$ cat src/rtl/acc_pkg.sv
// Shared types and constants for the acc_seq fetch/execute sequencer.
// Optional build macro used by acc_alu: ACC_ONES_COMP_EN (ones' complement AD).
package acc_pkg;

  localparam int unsigned AW = 12;   // address width
  localparam int unsigned DW = 16;   // memory data width, MSB ignored
  localparam int unsigned IW = 15;   // instruction / accumulator width

  localparam logic [AW-1:0] BOOT_ADDR_DEFAULT = 12'h800;

  localparam logic [2:0] OP_TC   = 3'd0;
  localparam logic [2:0] OP_CA   = 3'd3;
  localparam logic [2:0] OP_AD   = 3'd6;
  localparam logic [2:0] OP_MASK = 3'd7;

  typedef enum logic [2:0] {
    ST_IDLE,
    ST_FETCH,
    ST_FWAIT,
    ST_DECODE,
    ST_OREAD,
    ST_OWAIT,
    ST_EXEC
  } state_e;

  // Instruction word as held in G: 3-bit opcode over a 12-bit operand address.
  typedef struct packed {
    logic [2:0]    op;
    logic [AW-1:0] k;
  } instr_t;

endpackage

$ cat src/rtl/acc_if.sv
// Read-only memory port shared with the ROM; master side is the sequencer.
interface acc_if;
  import acc_pkg::*;

  logic          mem_rd;
  logic [AW-1:0] mem_addr;
  logic [DW-1:0] mem_rdata;
  logic          mem_ack;

  modport master (output mem_rd, output mem_addr, input mem_rdata, input mem_ack);
  modport slave  (input mem_rd, input mem_addr, output mem_rdata, output mem_ack);

endinterface

$ cat src/rtl/acc_alu.sv
// Combinational accumulator datapath for CA / AD / MASK.
// ACC_ONES_COMP_EN selects ones' complement AD with end-around carry.
module acc_alu
  import acc_pkg::*;
(
  input  logic [2:0]    op_i,
  input  logic [IW-1:0] a_i,
  input  logic [IW-1:0] opnd_i,
  output logic [IW-1:0] result_c_o
);

`ifdef ACC_ONES_COMP_EN
  logic [IW:0] sum_c;
`endif
  logic [IW-1:0] add_c;

  // Adder: end-around carry cannot ripple a second time, so one fold suffices.
  always_comb begin
`ifdef ACC_ONES_COMP_EN
    sum_c = (IW+1)'(a_i) + (IW+1)'(opnd_i);
    add_c = sum_c[IW-1:0] + IW'(sum_c[IW]);
`else
    add_c = a_i + opnd_i;
`endif
  end

  // Result select by opcode; unknown opcodes leave A unchanged.
  always_comb begin
    result_c_o = a_i;
    case (op_i)
      OP_CA:   result_c_o = opnd_i;
      OP_AD:   result_c_o = add_c;
      OP_MASK: result_c_o = a_i & opnd_i;
      default: result_c_o = a_i;
    endcase
  end

endmodule

$ cat src/rtl/acc_seq.sv
// Fetch/decode/execute sequencer over a 12-bit address space.
// Optional build macro (inside acc_alu): ACC_ONES_COMP_EN.
module acc_seq
  import acc_pkg::*;
#(
  parameter logic [AW-1:0] BOOT_ADDR = BOOT_ADDR_DEFAULT
) (
  input  logic          clk_in,
  input  logic          rst_in,
  input  logic          step,
  input  logic          run,
  acc_if.master         bus,
  output logic [AW-1:0] S,
  output logic [IW-1:0] G,
  output logic [IW-1:0] A,
  output logic [AW-1:0] Q,
  output logic          busy,
  output logic          halted
);

  state_e        state_q, state_d;
  logic [AW-1:0] s_q, s_d;
  logic [IW-1:0] g_q, g_d;
  logic [IW-1:0] a_q, a_d;
  logic [AW-1:0] q_q, q_d;
  logic [IW-1:0] opnd_q, opnd_d;
  logic          mem_rd_q, mem_rd_d;
  logic [AW-1:0] mem_addr_q, mem_addr_d;
  logic          busy_q, busy_d;
  logic          halted_q, halted_d;

  instr_t        ir;
  logic [IW-1:0] alu_c;
  logic          unused_rdata_msb;

  assign ir               = instr_t'(g_q);
  assign unused_rdata_msb = bus.mem_rdata[DW-1];

  acc_alu u_alu (
    .op_i       (ir.op),
    .a_i        (a_q),
    .opnd_i     (opnd_q),
    .result_c_o (alu_c)
  );

  // State and datapath registers; reset abandons any outstanding request.
  always_ff @(posedge clk_in or posedge rst_in) begin
    if (rst_in) begin
      state_q    <= ST_IDLE;
      s_q        <= BOOT_ADDR;
      g_q        <= '0;
      a_q        <= '0;
      q_q        <= '0;
      opnd_q     <= '0;
      mem_rd_q   <= 1'b0;
      mem_addr_q <= '0;
      busy_q     <= 1'b0;
      halted_q   <= 1'b0;
    end else begin
      state_q    <= state_d;
      s_q        <= s_d;
      g_q        <= g_d;
      a_q        <= a_d;
      q_q        <= q_d;
      opnd_q     <= opnd_d;
      mem_rd_q   <= mem_rd_d;
      mem_addr_q <= mem_addr_d;
      busy_q     <= busy_d;
      halted_q   <= halted_d;
    end
  end

  // Next state; mem_rd/mem_addr are set on entry to FETCH/OREAD and held until ack.
  always_comb begin
    state_d    = state_q;
    s_d        = s_q;
    g_d        = g_q;
    a_d        = a_q;
    q_d        = q_q;
    opnd_d     = opnd_q;
    mem_rd_d   = mem_rd_q;
    mem_addr_d = mem_addr_q;
    halted_d   = halted_q;

    case (state_q)
      ST_IDLE: begin
        if ((run || step) && !halted_q) begin
          state_d    = ST_FETCH;
          mem_rd_d   = 1'b1;
          mem_addr_d = s_q;
        end
      end
      ST_FETCH: state_d = ST_FWAIT;
      ST_FWAIT: begin
        if (bus.mem_ack) begin
          g_d      = bus.mem_rdata[IW-1:0];
          s_d      = AW'(s_q + AW'(1));
          mem_rd_d = 1'b0;
          state_d  = ST_DECODE;
        end
      end
      ST_DECODE: begin
        state_d = ST_IDLE;
        case (ir.op)
          OP_TC: begin
            q_d = s_q;
            s_d = ir.k;
            if (ir.k == AW'(s_q - AW'(1))) halted_d = 1'b1;
          end
          OP_CA, OP_AD, OP_MASK: begin
            state_d    = ST_OREAD;
            mem_rd_d   = 1'b1;
            mem_addr_d = ir.k;
          end
          default: state_d = ST_IDLE;
        endcase
      end
      ST_OREAD: state_d = ST_OWAIT;
      ST_OWAIT: begin
        if (bus.mem_ack) begin
          opnd_d   = bus.mem_rdata[IW-1:0];
          mem_rd_d = 1'b0;
          state_d  = ST_EXEC;
        end
      end
      ST_EXEC: begin
        a_d     = alu_c;
        state_d = ST_IDLE;
      end
      default: state_d = ST_IDLE;
    endcase

    busy_d = (state_d != ST_IDLE);
  end

  assign bus.mem_rd   = mem_rd_q;
  assign bus.mem_addr = mem_addr_q;
  assign S            = s_q;
  assign G            = g_q;
  assign A            = a_q;
  assign Q            = q_q;
  assign busy         = busy_q;
  assign halted       = halted_q;

endmodule

$ cat src/flat_wrapper.sv
// flat-port wrapper written by rule: the top's interface ports become plain ports
module acc_seq_flat import acc_pkg::*;
#(
  parameter logic [AW-1:0] BOOT_ADDR = BOOT_ADDR_DEFAULT
)
  (clk_in, rst_in, step, run, S, G, A, Q, busy, halted, bus_mem_rd, bus_mem_addr, bus_mem_rdata, bus_mem_ack);
  acc_if bus_i ();
  input  logic clk_in;
  input  logic rst_in;
  input  logic step;
  input  logic run;
  output logic [AW-1:0] S;
  output logic [IW-1:0] G;
  output logic [IW-1:0] A;
  output logic [AW-1:0] Q;
  output logic busy;
  output logic halted;
  output wire logic [$bits(bus_i.mem_rd)-1:0] bus_mem_rd;
  output wire logic [$bits(bus_i.mem_addr)-1:0] bus_mem_addr;
  input wire logic [$bits(bus_i.mem_rdata)-1:0] bus_mem_rdata;
  input wire logic [$bits(bus_i.mem_ack)-1:0] bus_mem_ack;
  assign bus_mem_rd = bus_i.mem_rd;
  assign bus_mem_addr = bus_i.mem_addr;
  assign bus_i.mem_rdata = bus_mem_rdata;
  assign bus_i.mem_ack = bus_mem_ack;
  acc_seq #(.BOOT_ADDR(BOOT_ADDR)) u_core (.clk_in(clk_in), .rst_in(rst_in), .step(step), .run(run), .bus(bus_i), .S(S), .G(G), .A(A), .Q(Q), .busy(busy), .halted(halted));
endmodule
$ cat config.mk
export PLATFORM = sky130hd
export DESIGN_NAME = acc_seq_flat
export DESIGN_NICKNAME = d
export VERILOG_FILES = /design/src/rtl/acc_pkg.sv /design/src/rtl/acc_if.sv /design/src/rtl/acc_alu.sv /design/src/rtl/acc_seq.sv /design/src/flat_wrapper.sv
export SDC_FILE = /design/constraint.sdc
export NUM_CORES = 1
export LEC_CHECK = 0
export ABC_AREA = 1
export BUFFER_PORTS_ARGS = -buffer_cell sky130_fd_sc_hd__buf_2
export CAP_MARGIN = 5
export CELL_PAD_IN_SITES_DETAIL_PLACEMENT = 0
export CELL_PAD_IN_SITES_GLOBAL_PLACEMENT = 1
export CORE_MARGIN = 4
export CORE_UTILIZATION = 44
export DETAILED_ROUTE_END_ITERATION = 16
export GPL_TIMING_DRIVEN = 0
export PLACE_DENSITY_LB_ADDON = 0.12
export SLEW_MARGIN = 40
export SYNTH_ARGS = -nofsm -noshare
export SYNTH_HDL_FRONTEND = slang
export SYNTH_SLANG_ARGS = --single-unit
$ cat constraint.sdc
create_clock -name clk_in -period 4.4 [get_ports clk_in]
set_input_delay 1.1 -clock clk_in [delete_from_list [all_inputs] [get_ports clk_in]]
set_output_delay 1.1 -clock clk_in [all_outputs]
set_load 0.03 [all_outputs]
# After elaboration in Yosys (flattened, before gate mapping)
# Cells that the tools add are included.
dict set report totals {
  register_bits 87
  out_inout_bits 69
  word_cells 65
}
dict set report classes {
  eq_ne 15
  muxes 16
  n_bitwise 1
  addsub 3
  reduce_logical 20
}
# cell count
set ops {}
lappend ops {{$mux W12} 4}
lappend ops {{$pmux W12 S2} 2}
lappend ops {{$pmux W15 S3} 1}
lappend ops {{$pmux W3 S6} 1}
lappend ops {{$add A15 B15 Y15} 1}
lappend ops {{$and A15 B15 Y15} 1}
lappend ops {{$eq A3 B3 Y1 const B} 5}
lappend ops {{$add A12 B1 Y12 const B} 1}
lappend ops {{$eq A12 B12 Y1} 1}
lappend ops {{$mux W3} 4}
lappend ops {{$sub A12 B1 Y12 const B} 1}
lappend ops {{$eq A3 B2 Y1 const B} 3}
lappend ops {{$reduce_and A3 Y1} 3}
lappend ops {{$reduce_bool A3 Y1} 3}
lappend ops {{$reduce_and A2 Y1} 4}
lappend ops {{$logic_not A3 Y1} 2}
lappend ops {{$ne A2 B1 Y1 const B} 3}
lappend ops {{$ne A2 B2 Y1 const B} 2}
lappend ops {{$reduce_and A4 Y1} 1}
lappend ops {{$reduce_bool A2 Y1} 2}
lappend ops {{$eq A3 B1 Y1 const B} 1}
lappend ops {{$mux W1} 3}
lappend ops {{$pmux W1 S3} 1}
lappend ops {{$reduce_or A3 Y1} 1}
lappend ops {{4 further kinds} 4}

# Logic depth before layout (Yosys ltp)
# Gate-level depths: netlist of run 1.
dict set report depth {
  depth_word 5
  mapped_depth 13
}

# Hierarchy
# Synthesis of run 1 repeated with hierarchy kept, for this count alone.
dict set report unflattened {
  cells_unflattened 749
  area_unflattened_um2 5439.0
}
# mod n_inst cells_per_inst seq_area_each_um2 area_per_inst_um2
set modules_own_cells {}
lappend modules_own_cells {acc_seq 1 498 2178.3 4184.0}
lappend modules_own_cells {acc_alu 1 251 0.0 1255.0}

# Least setup slack after synthesis of run 1
# No wires, ideal clock.
dict set report synth_path {
  kind {register -> register}
  start {register u_core.a_q[0], in the netlist u_core.A[0]}
  end {register u_core.a_q[10], in the netlist u_core.A[10]}
  required_time_ps 4323
  period_less_slack_ps 1929
  arrival_time_ps 1852
  stages_incl_launch_ff 13
  setup_slack_ps 2471
  path_cell_list {dfrtp_1 ha_1 inv_1 fa_1 inv_1 nand3_1 nand2_1 nand2_1 nand2_1 nand2_1 nand3b_1 nand3_1 a21oi_1}
}
dict set report synth_via {
  elab_chain_cells 2
}
# item line
set synth_rtl {}
lappend synth_rtl {{start, declared} acc_seq.sv:24} ;# logic [IW-1:0] a_q, a_d;
lappend synth_rtl {{start signal, assigned} acc_seq.sv:52} ;# a_q <= '0;
lappend synth_rtl {{start signal, assigned} acc_seq.sv:63} ;# a_q <= a_d;
lappend synth_rtl {{$add A15 B15 Y15} acc_alu.sv:23} ;# add_c = a_i + opnd_i;
lappend synth_rtl {{$pmux W15 S3} acc_alu.sv:30} ;# case (op_i)
# No other way between the ends.
# A chain may end at the register's enable or synchronous reset.

# Worst setup path after layout of run 1
dict set report layout_path {
  start {register u_core.s_q[11], in the netlist u_core.S[11]}
  end {output port S[11]}
}
# item line
set layout_rtl {}
lappend layout_rtl {{start, declared} acc_seq.sv:22} ;# logic [AW-1:0] s_q, s_d;
lappend layout_rtl {{start signal, assigned} acc_seq.sv:50} ;# s_q <= BOOT_ADDR;
lappend layout_rtl {{start signal, assigned} acc_seq.sv:61} ;# s_q <= s_d;
lappend layout_rtl {{end, declared} flat_wrapper.sv:12} ;# output logic [AW-1:0] S;
# No word-level cell between the ends.

==> flow_summary.yaml, run 1 <==
finish:
  syn2layout_area_growth_pct: 18.5
  final_core_util_pct: 54.4
  num-fill-cells: 1097
  n_antenna_cell: 0
  fin_nets: 816
  drive_above_1_share_pct: 17.9
timing:
  finalCritPeriodShare_pct: 50.8
  fin_ws_ps: 2170
  skew_ps: 9.28
  finalCriticalPeriod_ps: 2230
  fmax_mhz: 448
  maxSlewHeadroom_pct: 63.5
  setup_viol: 0
  worstMarginPinSlew_ps: 547
  rsz0062_at_grt: "no"
  timing.hold.ws_ps: 465
  slew_violations: 0
  hold_viol: 0
cts:
  clk_latency_ps: 340
  h-tree-depth: 3
  numCtsBuffers: 9
  cts_resized: 0
  cts.path.max_buffers: 2
  clkSinkCount: 87
  root_buffer: "clkbuf_16"
  cts_tree: "built"
  cts_hold_buf: 0
  clk_pin_slew_ps: 60
  post-cts-setup-buffers: 0
route:
  ant_nets: 0
  wl_um: 14100
  drt_iter0_markers: 314
  routedWlPerCell_um: 15.3
  vias_per_cell: 5.20
  vias: 4790
  first_pass_iters: 4
  route.detailed.drc: 0
setup_path:
  critical_path_required_ps: 3300
  critPathMaxFanout: 4
  crit_slowest_cell: "dfstp_2"
  setup.worst_path.class: "reg2out"
  r2r-start: "u_core.S[0]"
  endpoint_kind: "output port"
  critPathArrivalTime_ps: 1130
  cpLargestDelayFamily: "flip-flops"
  max_stage_delay_ps: 580
  cp-startpoint: "u_core.S[11]"
  worstPathCellList: "buf_2"
  cp_num_buf_inv: 1
  critPathLaunchType: "flop"
yosys:
  yosys.area.top_type: "dfrtp_1"
  synthesis.area_mm2: 0.00508
  synthTopCellsByCount: "185 x nand2_1, 86 x dfrtp_1, 74 x inv_1"
  ys_seq_area_share_pct: 42.8
  synth.most_common_cell: "nand2_1"
  synthCells: 677
  synth_nets: 716
  synth_seq_cells: 87
  synth.distinct_cells: 36
  synth_edf_count: 0
  synthFlopType: "dfrtp_1"
  async_flop_share_pct: 100
  synth.area.top_cells: "dfrtp_1 42%, nand2_1 14%, inv_1 5.5%, o21ai_0 5.3%, nor2_1 5.0%"
  synth_top_area_share_pct: 42.3
  ys_warn_count: 0
  synth_area_per_cell_um2: 7.51
floorplan:
  die_y_um: 116
  initial_utilization_pct: 45.9
  die_x_um: 116
  rows: 38
  coreArea_mm2: 0.0111
  pin_count: 90
  dieArea_mm2: 0.0133
global_routing:
  grt_pass1_wl_um: 23500
  grt_pass1_vias: 4737
  antenna_found_initial: 0
  grt-ovfl-total: 0
  grt_usage_pct: 22.3
  grt_start_max_net_pins: 56
run_status:
  status: "complete, no violations"
worst_hold_path:
  hp-class: "reg2reg"
  worstHoldStart: "u_core.halted"
placement:
  gp_congestion: 0.877
  dp_hpwl_um: 11000
  post-place-ws_ps: 2230
  io_buffers: 88
power_and_ir_drop:
  powerDensity_mw_per_mm2: 749
  p_leak_nw: 3.22
  vdd_drop_max_v: 0.000501
run:
  drv_cap: 0
-- power by group --
part | total (W) | internal (W) | switching, W
logic | 0.00234 | 0.000760 | 0.00158
clock network | 0.000758 | 0.000453 | 0.000305
registers | 0.00142 | 0.00111 | 0.000303
-- sequential cells by signal (all words and copies together), names as in the netlist --
name                 cells
u_core.S                12
u_core.halted            1
u_core.Q                12
u_core.state_q           3
u_core.opnd_q           15
u_core.bus.mem_addr     12
u_core.busy              1
u_core.A                15
u_core.bus.mem_rd        1
u_core.G                15
-- worst paths after layout --
check | to | slack [ps] | cells past startpoint
worst max-delay path | S[11] | 2170 | 1
worst min-delay path | u_core.halted | 460 | 2
worst max register to register | u_core.halted | 2320 | 10
worst min register to register | u_core.halted | 460 | 2
max in group asynchronous | u_core.S[11] | 3070 | 3
min in group asynchronous | u_core.Q[10] | 740 | 2
-- stage by stage --
stage               cells  power (W)  setup TNS (ps)  instance area [µm²]
floorplan             677    0.00310               0                 5080
global placement      905    0.00373           -6090                 5700
detailed placement    906    0.00378               0                 5730
CTS                   922    0.00455               0                 6020
global route          922    0.00489               0                 6020
finish                922    0.00451               0                 6020
-- cell families (layout without fill, tap and decap cells) --
family / after synthesis / count (layout) / share of synthesized area, %
DFF: 87 / 87 / 42.8
AOI/OAI and AO/OA: 128 / 128 / 14.3
muxes: 1 / 1 / 0.221
xor gates and xnor gates: 9 / 9 / 1.82
buffers and inverters: 105 / 210 / 8.93
and+or+nand+nor: 329 / 329 / 27.3
adders and majority gates: 18 / 18 / 4.58
-- area by class of cell --
class,count,area (µm²),share of cell area (%)
clock buffer,12,246,4.09
sequential,87,2180,36.2
tap,140,175,2.91
timing repair buffer,89,468,7.77
inverter,79,302,5.01
multi-input combinational,485,2450,40.7
buffer,26,158,2.62
clock inverter,4,45.0,0.748
-- cell usage in the layout (no fill, tap or decap), drive strengths merged --
cell and count:
nor3 4, nand4 7, xor2 6, dfrtp 86, clkbuf 23, or3 1, buf 104, o22ai 3
mux2 1, a221oi 12, inv 79, nand2 189, nand3 45, xnor3 1, a31oi 22, nor2 71
o221ai 1, bufinv 1, a21oi 28, ha 17, fa 1, and2 1, clkinv 3, xnor2 2
o21ai 59, or2 5, a22oi 3, dfstp 1, nand3b 6
-- per-layer routing --
layer / track usage (%) / wire length, µm / vias up
met5: 0 / 0 / -
met4: 7.90 / 218 / 0
met3: 3.39 / 585 / 12
met2: 38.0 / 6950 / 99
met1: 28.9 / 6330 / 2259
li1: - / - / 2420
No activity file was read; power rests on OpenSTA's default activity.
==> inputs of run 2 (changes only) <==
ABC_AREA = 0   (was 1)
CORE_UTILIZATION = 43   (was 44)
clock period = 2.2 ns   (was 4.4 ns; I/O delays follow)
==> run 2 against run 1 <==
Hold slack lost 250 ps; clock power grew 120%; first-iteration DRC count shrank 25%; final cell count shrank 15%; highest routed layer is now met5.
==> flow_summary.yaml, run 2 <==
finish:
  ff_latch_area_mm2: 0.00218
  n_antenna_cell: 0
  final_cells: 783
  final_cell_mix: "89 x buf_2, 82 x dfrtp_1, 64 x nand2_1"
  fin_nets: 674
  layout_commonest_cell: "buf_2"
  syn2layout_area_growth_pct: 25.1
  design_area_mm2: 0.00623
  multi_input_area_mm2: 0.00278
  num-fill-cells: 1050
  drive_above_1_share_pct: 30.6
timing:
  setup_viol: 0
  hold_viol: 0
  fmax_mhz: 458
  worstMarginPinSlew_ps: 693
  skew_ps: 7.44
  slew_violations: 0
  rsz0062_at_grt: "yes"
  timing.hold.ws_ps: 213
  tns_ps: 0
  finalCritPeriodShare_pct: 99.3
  finalCriticalPeriod_ps: 2190
  maxSlewHeadroom_pct: 53.6
yosys:
  synth.distinct_cells: 56
  synth_area_per_cell_um2: 9.45
  synth_top_area_share_pct: 43.2
  synthTopCellsByCount: "86 x dfrtp_1, 64 x nand2_1, 55 x o21ai_0"
  synth_nets: 566
  synth_seq_cells: 87
  synthCells: 527
  synthFlopType: "dfrtp_1"
  ys_seq_area_share_pct: 43.7
  synthesis.area_mm2: 0.00498
  yosys.area.top_type: "dfrtp_1"
  synth_edf_count: 0
  ys_warn_count: 0
  async_flop_share_pct: 100
  synth.most_common_cell: "dfrtp_1"
  synth.area.top_cells: "dfrtp_1 43%, mux2_2 8.8%, o21ai_0 5.5%, a21oi_1 5.0%, nand2_1 4.8%"
run_status:
  status: "complete, no violations"
route:
  vias: 4449
  first_pass_iters: 5
  routedWlPerCell_um: 18.0
  wl_um: 14100
  vias_per_cell: 5.68
  drt_iter0_markers: 234
  ant_nets: 0
  route.detailed.drc: 0
cts:
  clk_latency_ps: 340
  clkSinkCount: 87
  cts_hold_buf: 0
  numCtsBuffers: 9
  clk_pin_slew_ps: 60
  root_buffer: "clkbuf_16"
  cts.path.max_buffers: 2
  h-tree-depth: 3
  cts_tree: "built"
power_and_ir_drop:
  p_leak_nw: 2.86
  vdd_drop_max_v: 0.000872
  total_power_w: 0.0109
  powerDensity_mw_per_mm2: 1750
global_routing:
  grt_usage_pct: 21.5
  grt-ovfl-total: 0
  grt_start_max_net_pins: 26
  grt_pass1_wl_um: 22600
  antenna_found_initial: 1
  grt_pass1_vias: 4218
setup_path:
  setup.worst_path.class: "reg2reg"
  critPathMaxFanout: 6
  critPathLaunchType: "flop"
  critPathArrivalTime_ps: 2380
  endpoint_kind: "flop"
  critical_path_required_ps: 2400
  r2r-start: "u_core.opnd_q[0]"
  cp-startpoint: "u_core.opnd_q[0]"
floorplan:
  initial_utilization_pct: 43.8
  die_y_um: 116
  rows: 39
  dieArea_mm2: 0.0134
  pin_count: 90
  coreArea_mm2: 0.0114
  die_x_um: 116
worst_hold_path:
  hp-class: "in2async"
placement:
  io_buffers: 88
  dp_hpwl_um: 10400
  gp_congestion: 0.886
  place_area_mm2: 0.00569
  placedCellCount: 761
run:
  drv_cap: 0
run 2: final cells by class:
| type | count | area share (%) |
|---|---|---|
| Clock buffer | 13 | 4.18 |
| Multi-Input combinational cell | 397 | 44.6 |
| Sequential cell | 87 | 35.0 |
| Clock inverter | 3 | 1.04 |
| Tap cell | 143 | 2.87 |
| Buffer | 27 | 2.05 |
| Inverter | 11 | 0.723 |
| Timing Repair Buffer | 102 | 9.48 |
run 2: power breakdown:
part,internal [W],switching [W]
Combinational,0.00224,0.00388
Clock,0.00106,0.000619
Sequential,0.00237,0.000752
run 2: cell families (layout without fill, tap and decap cells):
logic type               after synthesis  after routing  share of synthesized area (%)
AO/OA/AOI/OAI                        156            156                           18.6
XOR/XNOR                              24             24                           4.22
adder cells (fa/ha/maj)               18             18                           4.67
buffers and inverters                 43            156                           3.29
flip-flops                            87             87                           43.7
multiplexers                          48             48                           10.6
AND/OR/NAND/NOR                      151            151                           14.9
run 2: stage by stage:
stage               setup slack, ps  util, %
floorplan                    0.0484        -
CTS                            2.32     54.0
global placement               -260     49.5
detailed placement             -238     50.1
finish                         14.8     54.8
global route                  -77.7     54.8
run 2: routing by layer:
layer | part of all wire [%] | global-route usage [%]
met5 | 0.085 | 0
met4 | 1.0 | 6.34
met2 | 44 | 31.7
met3 | 5.6 | 3.66
met1 | 49 | 32.6
run 2: final timing paths:
path | depth (start not counted) | end | slack (ps)
setup / recovery | 9 | u_core.A[12] | 10
hold reg to reg | 1 | u_core.bus.mem_addr[7] | 470
max in group asynchronous | 4 | u_core.S[11] | 1250
setup reg to reg | 9 | u_core.A[12] | 10
min in group clk_in | 3 | u_core.G[12] | 450
hold / removal | 2 | u_core.G[11] | 210
run 2: critical path, stage by stage (launching register included):
cell and delay [ps]:
dfrtp_1 390, ha_4 160, inv_2 40, fa_2 380
nor2b_4 140, o31a_1 210, o22ai_4 140, o31a_1 310
a211oi_2 180, o31ai_2 90
run 2: what timing repair did:
action	4_1_cts	5_1_grt
hold endpoints to repair	0	0
setup endpoints to repair	32	42
pin swaps	4	7
setup buffers	7	4
gates resized for setup	23	26
==> inputs of run 3 (changes only) <==
CORE_ASPECT_RATIO = 0.6   (was unset)
==> run 3 against run 2 <==
Hold slack worse by 26 ps; sequential power about the same; sequential share of layout area down 0.74 points; via count rose by 2.9%; the flow now finishes with violations (negative setup slack); global-route usage is 1.2 points higher; die area increased by 0.42%; design area rose by 2.1%; total power increased by 2.7%; worst setup slack got worse by 28 ps; core utilization increased by 1.5 points; non-clock buffer count grew 6.
==> flow_summary.yaml, run 3 (synthesis results as in run 2) <==
setup_path:
  cpLargestDelayFamily: "compound AO/OA/AOI/OAI gates"
  reg2reg_depth: 9
  cp_common_cell: "o31a_1"
  endpoint_kind: "flop"
  crit_slowest_cell: "dfrtp_1"
  rrSetupSlack_ps: -10
  critPathMaxFanout: 6
  critical_path_required_ps: 2410
  r2r-start: "u_core.opnd_q[0]"
  worstPathCellList: "ha_4, inv_2, fa_2, nor2b_4, o31a_1, o22ai_4, o31a_1, a211oi_2, o31ai_1"
  setup.worst_path.class: "reg2reg"
  rr_endpoint: "u_core.A[12]"
  critPathLaunchType: "flop"
  critPathArrivalTime_ps: 2420
  cp_num_buf_inv: 1
  max_stage_delay_ps: 400
timing:
  finalCritPeriodShare_pct: 101
  skew_ps: 6.66
  slew_violations: 0
  finalCriticalPeriod_ps: 2210
  fmax_mhz: 452
  worstMarginPinSlew_ps: 773
  rsz0062_at_grt: "yes"
  maxSlewHeadroom_pct: 48.3
  setup_viol: 2
  hold_viol: 0
  fin_ws_ps: -13.1
cts:
  clk_latency_ps: 340
  numCtsBuffers: 9
  cts_tree: "built"
  clkSinkCount: 87
  root_buffer: "clkbuf_16"
  cts.path.max_buffers: 2
  h-tree-depth: 3
  clk_pin_slew_ps: 70
route:
  drt_iter0_markers: 452
  wl_um: 15100
  first_pass_iters: 5
  vias: 4576
  route.detailed.drc: 0
  vias_per_cell: 5.68
  ant_nets: 0
  routedWlPerCell_um: 18.7
power_and_ir_drop:
  powerDensity_mw_per_mm2: 1760
  total_power_w: 0.0112
  vdd_drop_max_v: 0.000643
  p_leak_nw: 2.91
finish:
  fin_nets: 680
  n_antenna_cell: 0
  drive_above_1_share_pct: 31.9
  syn2layout_area_growth_pct: 27.8
  layout_commonest_cell: "buf_2"
  final_cells: 806
  final_cell_mix: "90 x buf_2, 82 x dfrtp_1, 64 x nand2_1"
global_routing:
  grt_start_max_net_pins: 25
  grt_pass1_vias: 4391
  grt-ovfl-total: 0
  antenna_found_initial: 1
  grt_pass1_wl_um: 24100
  grt_usage_pct: 22.7
run_status:
  violations: "negative setup slack"
  status: "finished with violations"
floorplan:
  rows: 30
  dieArea_mm2: 0.0134
  pin_count: 90
  initial_utilization_pct: 44.1
  coreArea_mm2: 0.0113
  die_x_um: 147
  die_y_um: 91.4
placement:
  dp_hpwl_um: 11300
  gp_congestion: 0.903
  io_buffers: 88
  placedCellCount: 779
worst_hold_path:
  hp-class: "in2async"
run:
  drv_cap: 0
[run 3: metrics by stage]
| stage | hold WS, ps | TNS (ps) | setup WS [ps] | area (µm²) | util [%] |
|---|---|---|---|---|---|
| 6_report | 187 | -24.1 | -13.1 | 6360 | 56.3 |
| 2_1_floorplan | 499 | 0 | 0.0484 | 5010 | - |
| 3_3_place_gp | 460 | -6910 | -344 | 5650 | 50.0 |
| 5_1_grt | 203 | -290 | -81.1 | 6360 | 56.3 |
| 4_1_cts | 186 | -4.18 | -4.18 | 6250 | 55.3 |
| 3_5_place_dp | 465 | -6920 | -353 | 5760 | 51.0 |
[run 3: how the worst max path moves through the flow]
stage	from	end	slack (ps)	depth (start not counted)
floorplan	u_core.A[1]	u_core.A[12]	0.05	8
global placement	u_core.state_q[0]	u_core.bus.mem_addr[3]	-340	9
detailed placement	u_core.state_q[0]	u_core.bus.mem_addr[2]	-350	9
CTS	u_core.opnd_q[0]	u_core.A[12]	-4	9
global route	u_core.opnd_q[0]	u_core.A[6]	-80	10
finish	u_core.opnd_q[0]	u_core.A[12]	-10	9
[run 3: cell type report]
class	count	area [µm²]
buffer	27	130
clock buffer	12	267
clock inverter	4	76.3
fill	1028	4930
inverter	11	45.0
multi-input combinational	397	2790
sequential	87	2180
tap	160	200
timing repair buffer	108	671
[run 3: worst reg2reg max path: cells and delay by family, from the launching register on]
family,cells,cell delay (ps)
flops,1,400
fa+ha+maj,2,530
compound gates,5,970
simple gates,1,140
buf+inv,1,40
[run 3: what timing repair did]
| item | CTS | global route |
|---|---|---|
| hold endpoints to repair | 0 | 0 |
| setup endpoints to repair | 35 | 46 |
| gates resized for setup | 27 | 24 |
| setup buffers | 7 | 9 |
| cloned | 0 | 0 |
| pin swaps | 7 | 11 |
| hold buffers | 0 | 0 |
[run 3: where the power goes]
part	switching (W)	leakage [nW]	internal, W
Combinational	0.00402	1.66	0.00232
Clock	0.000656	0.165	0.00109
Sequential	0.000754	1.08	0.00237
[run 3: routing by layer]
layer  global-route usage (%)  wire [µm]
met4                     5.58        174
met2                     30.6       5990
met3                     6.43       1280
met1                     35.4       7640
met5                        0          7
